--- config.mk ---
export PLATFORM = sky130hd
export DESIGN_NAME = program_loader
export DESIGN_NICKNAME = d
export VERILOG_FILES = /design/src/rtl/riscv_defs.sv /design/src/rtl/word_assembler.sv /design/src/rtl/program_loader.sv
export SDC_FILE = /design/constraint.sdc
export NUM_CORES = 1
export LEC_CHECK = 0
export CAP_MARGIN = 15
export CORE_UTILIZATION = 51
export DETAILED_ROUTE_END_ITERATION = 10
export PLACE_DENSITY = 0.76
export SYNTH_ARGS = -nofsm -noshare
export SYNTH_HDL_FRONTEND = slang
export SYNTH_SLANG_ARGS = --single-unit
--- constraint.sdc ---
create_clock -name clk_i -period 4.9 [get_ports clk_i]
set_input_delay 0.98 -clock clk_i [delete_from_list [all_inputs] [get_ports clk_i]]
set_output_delay 0.98 -clock clk_i [all_outputs]
set_load 0.05 [all_outputs]
--- src/rtl/riscv_defs.sv ---
// rtl/riscv_defs.sv - shared loader state encoding, image format constant and address helper
package riscv_defs;

    typedef logic [2:0] state_t;

    localparam state_t ST_IDLE  = 3'd0;
    localparam state_t ST_LEN   = 3'd1;
    localparam state_t ST_DATA  = 3'd2;
    localparam state_t ST_WRITE = 3'd3;
    localparam state_t ST_DONE  = 3'd4;
    localparam state_t ST_ERR   = 3'd5;

    localparam int BYTES_PER_WORD = 4;

    // Byte address of word idx; wraps at 32 bits.
    function automatic logic [31:0] word_addr(input logic [31:0] base, input logic [31:0] idx);
        return base + (idx << 2);
    endfunction

endpackage

--- src/rtl/word_assembler.sv ---
// rtl/word_assembler.sv - little-endian byte-to-word assembler with a word_full pulse
module word_assembler
    import riscv_defs::*;
(
    input  logic        clk_i,
    input  logic        rst_i,
    input  logic        clear_i,
    input  logic        take_i,
    input  logic [7:0]  byte_i,
    output logic [31:0] word_o,
    output logic        word_full_o
);

    logic [1:0]  cnt_q, cnt_d;
    logic [31:0] shift_q, shift_d;

    always_comb begin
        cnt_d   = cnt_q;
        shift_d = shift_q;
        if (clear_i) begin
            cnt_d   = '0;
            shift_d = '0;
        end else if (take_i) begin
            cnt_d   = cnt_q + 2'd1;
            shift_d = {byte_i, shift_q[31:8]};
        end
    end

    // Shifting right leaves byte k in bits [8k+7:8k] once the fourth byte lands.
    assign word_o      = {byte_i, shift_q[31:8]};
    assign word_full_o = take_i && !clear_i && (cnt_q == 2'(BYTES_PER_WORD - 1));

    always_ff @(posedge clk_i or posedge rst_i) begin
        if (rst_i) begin
            cnt_q   <= '0;
            shift_q <= '0;
        end else begin
            cnt_q   <= cnt_d;
            shift_q <= shift_d;
        end
    end

endmodule

--- src/rtl/program_loader.sv ---
// rtl/program_loader.sv - streams a length-prefixed little-endian image into memory while holding the CPU in init
module program_loader
    import riscv_defs::*;
#(
    parameter logic [31:0] BASE_ADDR = 32'h0000_0000,
    parameter int          MAX_WORDS = 1024
) (
    input  logic        clk_i,
    input  logic        rst_i,
    input  logic        start_i,
    input  logic        byte_valid_i,
    input  logic [7:0]  byte_data_i,
    output logic        byte_ready_o,
    output logic        mem_we_o,
    output logic [31:0] mem_addr_o,
    output logic [31:0] mem_wd_o,
    output logic        cpu_init_o,
    output logic        load_done_o,
    output logic        load_err_o
);

    localparam logic [31:0] MAX_N = 32'(MAX_WORDS);

    state_t      state_q, state_d;
    logic [31:0] idx_q, idx_d;
    logic [31:0] n_q, n_d;
    logic [31:0] addr_q, addr_d;
    logic [31:0] wd_q, wd_d;
    logic        restart, take, word_full;
    logic [31:0] word;

    assign restart = start_i && (state_q == ST_IDLE || state_q == ST_DONE || state_q == ST_ERR);
    assign take    = byte_valid_i && byte_ready_o;

    word_assembler u_asm (
        .clk_i       (clk_i),
        .rst_i       (rst_i),
        .clear_i     (restart),
        .take_i      (take),
        .byte_i      (byte_data_i),
        .word_o      (word),
        .word_full_o (word_full)
    );

    always_comb begin
        state_d = state_q;
        idx_d   = idx_q;
        n_d     = n_q;
        addr_d  = addr_q;
        wd_d    = wd_q;
        case (state_q)
            ST_IDLE, ST_DONE, ST_ERR: begin
                if (start_i) begin
                    state_d = ST_LEN;
                    idx_d   = '0;
                    n_d     = '0;
                end
            end
            ST_LEN: begin
                if (word_full) begin
                    n_d = word;
                    if (word == '0)        state_d = ST_DONE;
                    else if (word > MAX_N) state_d = ST_ERR;
                    else                   state_d = ST_DATA;
                end
            end
            ST_DATA: begin
                // Write address and data are registered here so WRITE drives them straight from flops.
                if (word_full) begin
                    addr_d  = word_addr(BASE_ADDR, idx_q);
                    wd_d    = word;
                    state_d = ST_WRITE;
                end
            end
            ST_WRITE: begin
                idx_d   = idx_q + 32'd1;
                state_d = (idx_q + 32'd1 == n_q) ? ST_DONE : ST_DATA;
            end
            default: state_d = ST_IDLE;
        endcase
    end

    always_ff @(posedge clk_i or posedge rst_i) begin
        if (rst_i) begin
            state_q <= ST_IDLE;
            idx_q   <= '0;
            n_q     <= '0;
            addr_q  <= '0;
            wd_q    <= '0;
        end else begin
            state_q <= state_d;
            idx_q   <= idx_d;
            n_q     <= n_d;
            addr_q  <= addr_d;
            wd_q    <= wd_d;
        end
    end

    assign byte_ready_o = (state_q == ST_LEN) || (state_q == ST_DATA);
    assign mem_we_o     = (state_q == ST_WRITE);
    assign mem_addr_o   = addr_q;
    assign mem_wd_o     = wd_q;
    assign cpu_init_o   = (state_q == ST_LEN) || (state_q == ST_DATA) || (state_q == ST_WRITE);
    assign load_done_o  = (state_q == ST_DONE);
    assign load_err_o   = (state_q == ST_ERR);

endmodule

==> results of run 1 <==
==> state kept, by name, summed over array words and instances (netlist names) <==
signal,flops
mem_wd_o,32
n_q,32
state_q,3
mem_addr_o,30
u_asm.cnt_q,2
idx_q,32
u_asm.shift_q,24
==> per-layer routing <==
metal,routed length [µm],part of all wire
met5,0,0
met4,248,0.014
met3,1030,0.056
met2,8380,0.46
met1,8620,0.47
==> logic make-up (layout without fill, tap and decap cells) <==
kind of cell	after synthesis	count (layout)	synth area share
flip-flops	155	155	0.512
AND/OR/NAND/NOR	272	272	0.181
buffers and inverters	65	129	0.0375
XOR/XNOR	47	47	0.0543
other	1	2	0.000495
adder cells (fa/ha/maj)	2	2	0.00330
multiplexers	64	64	0.0949
AO/OA/AOI/OAI	133	133	0.117
==> stage by stage <==
step                       util  instance area, µm²  power (µW)  cells  hold slack, ns
after floorplan               -                7590        2480    740           0.458
after global placement    0.581                8440        2780    955           0.479
after detailed placement  0.581                8440        2820    955           0.479
after CTS                 0.619                9000        4070    987           0.493
after global routing      0.620                9010        4260    988           0.516
final                     0.620                9010        4070    988           0.489
==> area by class of cell <==
type	count	area, µm²
Clock buffer	19	453
Inverter	8	33.8
Clock inverter	13	105
Sequential cell	155	3880
Fill cell	1208	5520
Multi-Input combinational cell	520	3430
Timing Repair Buffer	89	883
Tap cell	184	230
==> worst max-delay path: stages, from the launching register on <==
cell	delay, ns
dfrtp_1	0.57
nor2b_1	0.33
nand2_1	0.11
inv_1	0.08
buf_4	0.27
clkdlybuf4s50_1	0.87
==> path summary, 6_finish.rpt <==
kind                       cells after the start                   endpoint  slack [ns]                    from
max                                            5                   mem_we_o        1.24  state_q[0]$_DFFE_PP0P_
min in group asynchronous                      2   mem_wd_o[25]$_DFFE_PP0P_        1.00                   rst_i
min reg2reg                                    2        n_q[12]$_DFFE_PP0P_        0.49     n_q[12]$_DFFE_PP0P_
max in group asynchronous                      3  mem_addr_o[9]$_DFFE_PP0P_        2.93                   rst_i
max reg2reg                                    7     state_q[1]$_DFFE_PP0P_        1.66   idx_q[15]$_DFFE_PP0P_
min                                            2        n_q[12]$_DFFE_PP0P_        0.49     n_q[12]$_DFFE_PP0P_
==> cell usage after synthesis (2+ instances only) <==
cell type and n:
a21oi_1 16, nor3b_1 2, o211ai_1 3, xnor2_1 32, or2_2 2, nand2b_1 3, a211o_1 2, ha_1 2
buf_4 8, inv_1 8, o41ai_1 2, a22o_1 26, nand2_1 96, nor4_2 2, and3_1 7, a22oi_1 2
xor2_1 15, nand3_1 51, nor4_1 17, o21ai_0 45, and4_1 4, clkbuf_1 40, a21o_1 2, dfrtp_1 155
o31ai_1 13, nand4_1 19, mux2_2 63, or4_1 5, buf_2 8, nor2b_1 4, and2_1 5, nor2_1 38
a31oi_1 8, nor4b_1 3, nor3_1 6
==> where the power goes <==
part           internal [µW]  switching [µW]  leakage (µW)  total [µW]
combinational            427             717       0.00168        1140
sequential              1450             228       0.00214        1670
clock                    685             562      0.000269        1250
==> results.json, run 1 <==
{
  "powerDensity_nw_per_um2": 451,
  "worstPathMaxFanout": 20,
  "n_antenna_cell": 0,
  "ir_worst_vdd_uv": 271,
  "ys_ff_latch": 155,
  "setup_viol": 0,
  "clk_path_buf_depth": 2,
  "syn_avg_cell_area_um2": 10.3,
  "cts_tree": "yes",
  "clk_latency_ns": 0.43,
  "yosysSeqAreaShare": 0.512,
  "use_met1": 0.370,
  "cts_sinks": 155,
  "grt-ovfl-total": 0,
  "antenna_found_initial": 0,
  "drive_gt1_frac": 0.148,
  "boundaryPins": 81,
  "dpl_worst_slack_ns": 1.69,
  "tightest_slew_ns": 1.05,
  "clock.fmax_mhz": 273,
  "dp_hpwl_um": 12500,
  "firstDrtPassIters": 5,
  "synth_cell_types": 60,
  "synth_top_cell_area_share": 0.512,
  "initial_core_util": 0.521,
  "core_area_um2": 14500,
  "grt_usage": 0.256,
  "use_met2": 0.386,
  "cts_setup_buffers": 0,
  "hp-class": "flop to flop",
  "io_buffers": 78,
  "gp_congestion": 0.918,
  "cts_buffers": 17,
  "p_leak_uw": 0.00410,
  "antenna_left": 0,
  "vias_per_cell": 5.94,
  "syn_inst": 739,
  "final_cell_mix": "dfrtp_1 (155), nand2_1 (96), clkdlybuf4s50_1 (78)",
  "synth_ff_type": "dfrtp_1",
  "cts_root_buf": "clkbuf_16",
  "synth-edff-count": 0,
  "wl_per_cell_um": 18.5,
  "fp.dieH_um": 124,
  "path_class": "flop to primary output",
  "vias": 5864,
  "num_rows": 44,
  "period_share": 0.747,
  "cp.required_ns": 3.92,
  "yosysTopAreaCell": "dfrtp_1",
  "die_x_um": 124,
  "clock_skew_ns": 0.00869,
  "worstPathArrival_ns": 2.68,
  "grt_pass1_wl_um": 29800,
  "finish.net_count": 805,
  "holdBufCountCts": 0,
  "ys_async_sr_fraction": 1.00,
  "grt_max_degree": 85,
  "cts.htree.levels": 4,
  "synthTopCellsByArea": "dfrtp_1 (51%), mux2_2 (9.4%), nand2_1 (4.8%)",
  "groute.layer.met3.usage": 0.0517,
  "drt_iter0_markers": 428,
  "drv_cap": 0,
  "relSlewSlack": 0.297,
  "dieArea_um2": 15400,
  "fin_crit_ns": 3.66,
  "worstSetupEndpointType": "primary output",
  "ys_warn_count": 0,
  "final.setup.tns_ns": 0,
  "clk_pin_slew_ns": 0.06,
  "crit_path_start_kind": "flop",
  "finalMaxSlewViolations": 0,
  "hold_violations": 0,
  "status": "completed",
  "netlist_area_um2": 7580,
  "rsz0062_at_grt": "false",
  "finalWirelength_um": 18300,
  "area.growth.synth_to_final_pct": 18.9,
  "timing.final.ws_setup_ns": 1.24,
  "final_common_cell": "dfrtp_1",
  "cts_resized": 0,
  "drc": 0,
  "top_usage_layer": "met2",
  "grt_pass1_vias": 5515
}
No activity file was read; power rests on OpenSTA's default activity.
==> run 2, diff against run 1 <==
==> constraint.sdc (replaced) <==
create_clock -name clk_i -period 3.3 [get_ports clk_i]
set_input_delay 0.66 -clock clk_i [delete_from_list [all_inputs] [get_ports clk_i]]
set_output_delay 0.66 -clock clk_i [all_outputs]
set_load 0.05 [all_outputs]
==> run 2 against run 1 <==
Effect of this change: total power rose by 49%; count of clock-buffer cells in the layout stayed put; sequential cell count unchanged; hold slack improved by 0.0085 ns; final area is 0.61% higher; routed wire length up 1.9%; sequential share of layout area is 0.26 points lower; via count rose by 0.99%; critical endpoint is now state_q[1]$_DFFE_PP0P_; largest cell class unchanged; highest routed layer unchanged.
==> results.json, run 2 (synthesized netlist as in run 1, its figures left out) <==
{
  "status": "completed",
  "cpPeakStageDelay_ns": 0.59,
  "cts_setup_buffers": 0,
  "io_buffers": 78,
  "period_share": 0.918,
  "cts.htree.levels": 4,
  "clk_pin_slew_ns": 0.07,
  "grt_max_degree": 63,
  "fp.dieH_um": 124,
  "antenna_found_initial": 0,
  "min_path_cells": 2,
  "tightest_slew_ns": 0.951,
  "boundaryPins": 81,
  "holdBufCountCts": 0,
  "cp.required_ns": 3.59,
  "crit_path_start_kind": "flop",
  "powerDensity_nw_per_um2": 669,
  "antenna_left": 0,
  "cts_resized": 0,
  "gp_congestion": 0.940,
  "relSlewSlack": 0.366,
  "num-fill-cells": 1186,
  "clk_path_buf_depth": 2,
  "path_common_cell": "nand4_1",
  "drive_gt1_frac": 0.154,
  "dieArea_um2": 15400,
  "wl_per_cell_um": 18.7,
  "drc": 0,
  "hp-class": "flop to flop",
  "fin_area_um2": 9070,
  "grt_pass1_vias": 5655,
  "vias_per_cell": 5.96,
  "clock_skew_ns": 0.0107,
  "rsz0062_at_grt": "false",
  "n_antenna_cell": 0,
  "finalWirelength_um": 18600,
  "cts_sinks": 155,
  "path_cells": "ha_1 -> nand4_1 -> or4_1 -> or3_1 -> a22oi_1 -> nand4_1 -> nor4_2 -> a31oi_1",
  "fin_crit_ns": 3.03,
  "cts_buffers": 17,
  "grt-ovfl-total": 0,
  "timing.critical_path.buf_inv": 0,
  "dp_hpwl_um": 13100,
  "clk_latency_ns": 0.43,
  "grt_usage": 0.261,
  "cp-startpoint": "idx_q[0]$_DFFE_PP0P_",
  "die_x_um": 124,
  "vias": 5922,
  "area.growth.synth_to_final_pct": 19.6,
  "drt_iter0_markers": 387,
  "worstHoldStart": "n_q[27]$_DFFE_PP0P_",
  "firstDrtPassIters": 5,
  "layout.area.seq_um2": 3880,
  "cts_root_buf": "clkbuf_16",
  "ir_worst_vdd_uv": 390,
  "worstPathMaxFanout": 10,
  "cp_num_cells": 8,
  "final_common_cell": "dfrtp_1",
  "cts_tree": "yes",
  "worstPathArrival_ns": 3.32,
  "rr_startpoint": "idx_q[0]$_DFFE_PP0P_",
  "path_class": "flop to flop",
  "hold_violations": 0,
  "cp_top_family": "simple AND/OR/NAND/NOR gates",
  "finish.net_count": 811,
  "final.setup.tns_ns": 0,
  "reg2reg_depth": 8,
  "setup_viol": 0,
  "drv_cap": 0,
  "crit_slowest_cell": "or4_1",
  "p_leak_uw": 0.00413,
  "core_area_um2": 14500,
  "multiInputGateArea_um2": 3430,
  "num_rows": 44,
  "initial_core_util": 0.521,
  "final_cell_mix": "dfrtp_1 (155), nand2_1 (96), clkdlybuf4s50_1 (77)",
  "clock.fmax_mhz": 330,
  "place_area_um2": 8510,
  "worstSetupEndpointType": "flop",
  "grt_pass1_wl_um": 30200,
  "finalMaxSlewViolations": 0
}
[run 2: changes by cell type in the layout (fill, tap and decap cells not counted)]
| cell | change |
|---|---|
| clkinv_4 | +3 |
| inv_8 | +1 |
| clkdlybuf4s50_1 | -1 |
| clkinvlp_4 | -2 |
| buf_8 | -1 |
| clkbuf_1 | +1 |
| buf_4 | +6 |
| buf_12 | +2 |
| inv_6 | -2 |
| clkbuf_8 | -1 |
[run 2: per-layer routing]
metal,global-route usage,share of wire
met1,0.368,0.45
met2,0.396,0.47
met3,0.0458,0.056
met4,0.113,0.022
met5,0,0
[run 2: metrics by stage]
step	utilization	worst slack [ns]	power, µW	hold WS (ns)	instances
2_1_floorplan	-	0.657	3690	0.458	740
3_3_place_gp	0.586	0.386	4200	0.477	962
3_5_place_dp	0.586	0.300	4260	0.492	962
4_1_cts	0.624	0.258	6100	0.506	994
5_1_grt	0.624	0.0251	6360	0.517	994
6_report	0.624	0.270	6060	0.498	994
[run 2: final timing paths]
kind | to | slack, ns
worst min register to register | n_q[27]$_DFFE_PP0P_ | 0.50
min in group asynchronous | n_q[19]$_DFFE_PP0P_ | 0.54
worst min-delay path | n_q[27]$_DFFE_PP0P_ | 0.50
worst max-delay path | state_q[1]$_DFFE_PP0P_ | 0.27
worst max register to register | state_q[1]$_DFFE_PP0P_ | 0.27
max in group asynchronous | idx_q[30]$_DFFE_PP0P_ | 2.00
[run 2: cell type report]
| cell class | instances | share of cell area |
|---|---|---|
| multi-input combinational | 520 | 0.378 |
| timing repair buffer | 95 | 0.104 |
| clock buffer | 19 | 0.0488 |
| tap | 184 | 0.0254 |
| inverter | 8 | 0.00373 |
| sequential | 155 | 0.428 |
| clock inverter | 13 | 0.0121 |
[run 2: worst register-to-register path, cell delays in order (launching register included)]
cell and delay (ns):
dfrtp_1 0.54, ha_1 0.39, nand4_1 0.15, or4_1 0.59, or3_1 0.42, a22oi_1 0.19
nand4_1 0.12, nor4_2 0.39, a31oi_1 0.13
[run 2: power breakdown]
| part | switching (µW) | total [µW] | internal [µW] | leakage (µW) |
|---|---|---|---|---|
| logic | 1090 | 1740 | 644 | 0.00172 |
| registers | 352 | 2500 | 2150 | 0.00214 |
| clock network | 827 | 1830 | 1000 | 0.000272 |
| total | 2270 | 6060 | 3790 | 0.00413 |
==> run 3, diff against run 2 <==
--- a/config.mk
+++ b/config.mk
@@ -5,9 +5,9 @@
 export SDC_FILE = /design/constraint.sdc
 export NUM_CORES = 1
 export LEC_CHECK = 0
-export CAP_MARGIN = 15
 export CORE_UTILIZATION = 51
 export DETAILED_ROUTE_END_ITERATION = 10
+export MAX_ROUTING_LAYER = met4
 export PLACE_DENSITY = 0.76
 export SYNTH_ARGS = -nofsm -noshare
 export SYNTH_HDL_FRONTEND = slang
==> run 3 against run 2 <==
Effect of this change: non-clock buffer count is the same; sequential power is essentially flat; largest power group unchanged; critical endpoint unchanged; hold slack lost 0.0041 ns.
==> results.json, run 3 (synthesized netlist as in run 1, its figures left out) <==
{
  "antenna_found_initial": 0,
  "cts_tree": "yes",
  "worstPathMaxFanout": 10,
  "fp.dieH_um": 124,
  "wl_per_cell_um": 18.8,
  "hold_violations": 0,
  "drc": 0,
  "core_area_um2": 14500,
  "cts_root_buf": "clkbuf_16",
  "holdBufCountCts": 0,
  "ir_worst_vdd_uv": 409,
  "dp_cells": 962,
  "p_leak_uw": 0.00415,
  "path_cells": "ha_1 -> nand4_1 -> or4_1 -> or3_1 -> a22oi_1 -> nand4_1 -> nor4_2 -> a31oi_1",
  "grt-ovfl-total": 0,
  "min_path_cells": 2,
  "area.growth.synth_to_final_pct": 20.0,
  "path_class": "flop to flop",
  "rsz0062_at_grt": "false",
  "clock_skew_ns": 0.00577,
  "relSlewSlack": 0.368,
  "cp.required_ns": 3.59,
  "cts.htree.levels": 4,
  "clock.fmax_mhz": 328,
  "firstDrtPassIters": 4,
  "timing.final.ws_setup_ns": 0.249,
  "initial_core_util": 0.521,
  "powerDensity_nw_per_um2": 676,
  "clk_path_buf_depth": 2,
  "grt_pass1_wl_um": 30100,
  "final_core_util": 0.626,
  "crit_slowest_cell": "or4_1",
  "cp_top_family": "simple AND/OR/NAND/NOR gates",
  "cts_sinks": 155,
  "antenna_left": 0,
  "drt_iter0_markers": 398,
  "cts_setup_buffers": 0,
  "seq_power_share": 0.407,
  "die_x_um": 124,
  "p_comb_frac": 0.282,
  "path_common_cell": "nand4_1",
  "num-fill-cells": 1193,
  "finish.net_count": 811,
  "dpl_worst_slack_ns": 0.298,
  "hp-class": "flop to flop",
  "dp_hpwl_um": 13100,
  "cpPeakStageDelay_ns": 0.58,
  "dieArea_um2": 15400,
  "swShare": 0.365,
  "drv_cap": 0,
  "grt_usage": 0.267,
  "reg2reg_depth": 8,
  "grt_max_degree": 74,
  "timing.critical_path.buf_inv": 0,
  "clk_latency_ns": 0.43,
  "cts_resized": 0,
  "power_switching_uw": 2250,
  "vias_per_cell": 6.04,
  "final.setup.tns_ns": 0,
  "status": "completed",
  "drive_gt1_frac": 0.156,
  "io_buffers": 78,
  "fin_cells": 994,
  "cts_buffers": 17,
  "gp_congestion": 0.940,
  "finalMaxSlewViolations": 0,
  "period_share": 0.925,
  "num_rows": 44,
  "fin_crit_ns": 3.05,
  "tightest_slew_ns": 0.947,
  "worstSetupEndpointType": "flop",
  "worstPathArrival_ns": 3.35,
  "final_cell_mix": "dfrtp_1 (155), nand2_1 (96), clkdlybuf4s50_1 (77)",
  "final_common_cell": "dfrtp_1",
  "grt_pass1_vias": 5528,
  "n_antenna_cell": 0,
  "cellInternalPower_uw": 3900,
  "crit_path_start_kind": "flop",
  "clk_pin_slew_ns": 0.06,
  "clock_power_share": 0.311,
  "cp_num_cells": 8,
  "finalWirelength_um": 18700,
  "vias": 6007,
  "boundaryPins": 81,
  "setup_viol": 0
}
[run 3: routing by layer]
layer | up-vias | share of wire | global-route usage
met5 | - | 0 | -
li1 | 2773 | - | -
met4 | 0 | 0.021 | 0.103
met3 | 32 | 0.047 | 0.0394
met2 | 202 | 0.47 | 0.400
met1 | 3000 | 0.46 | 0.368
[run 3: final cells by class]
cell class	instances	area, µm²	share of cell area
inverters	8	33.8	0.00371
clock inverters	12	113	0.0124
multi-input cells	520	3430	0.377
repair buffers	95	943	0.104
flip-flops and latches	155	3880	0.427
well taps	184	230	0.0253
clock buffers	20	467	0.0513
[run 3: worst paths after layout]
path                                      startpoint                       to  slack, ns
worst max-delay path            idx_q[0]$_DFFE_PP0P_   state_q[1]$_DFFE_PP0P_       0.25
worst min-delay path             n_q[25]$_DFFE_PP0P_      n_q[25]$_DFFE_PP0P_       0.49
max in group asynchronous                      rst_i  mem_wd_o[2]$_DFFE_PP0P_       1.88
worst min register to register   n_q[25]$_DFFE_PP0P_      n_q[25]$_DFFE_PP0P_       0.49
min in group asynchronous                      rst_i      n_q[29]$_DFFE_PP0P_       0.64
worst max register to register  idx_q[0]$_DFFE_PP0P_   state_q[1]$_DFFE_PP0P_       0.25
[run 3: worst reg2reg max path: cells and delay by family, from the launching register on]
kind	cells	cell delay, ns
simple gates	5	1.65
flops	1	0.55
fa+ha+maj	1	0.39
compound gates	2	0.33
[run 3: power groups by stage]
stage | Combinational, µW | Clock [µW] | Sequential [µW]
after floorplan | 1170 | 0 | 2510
after global placement | 1700 | 0 | 2510
after detailed placement | 1730 | 0 | 2520
after CTS | 1740 | 1930 | 2490
after global routing | 1890 | 2010 | 2530
final | 1730 | 1910 | 2500
[run 3: stage by stage]
step	area (µm²)	power (µW)	hold slack [ns]
5_1_grt	9090	6430	0.526
3_3_place_gp	8510	4210	0.477
2_1_floorplan	7590	3690	0.458
3_5_place_dp	8510	4250	0.485
4_1_cts	9090	6160	0.499
6_report	9090	6150	0.494
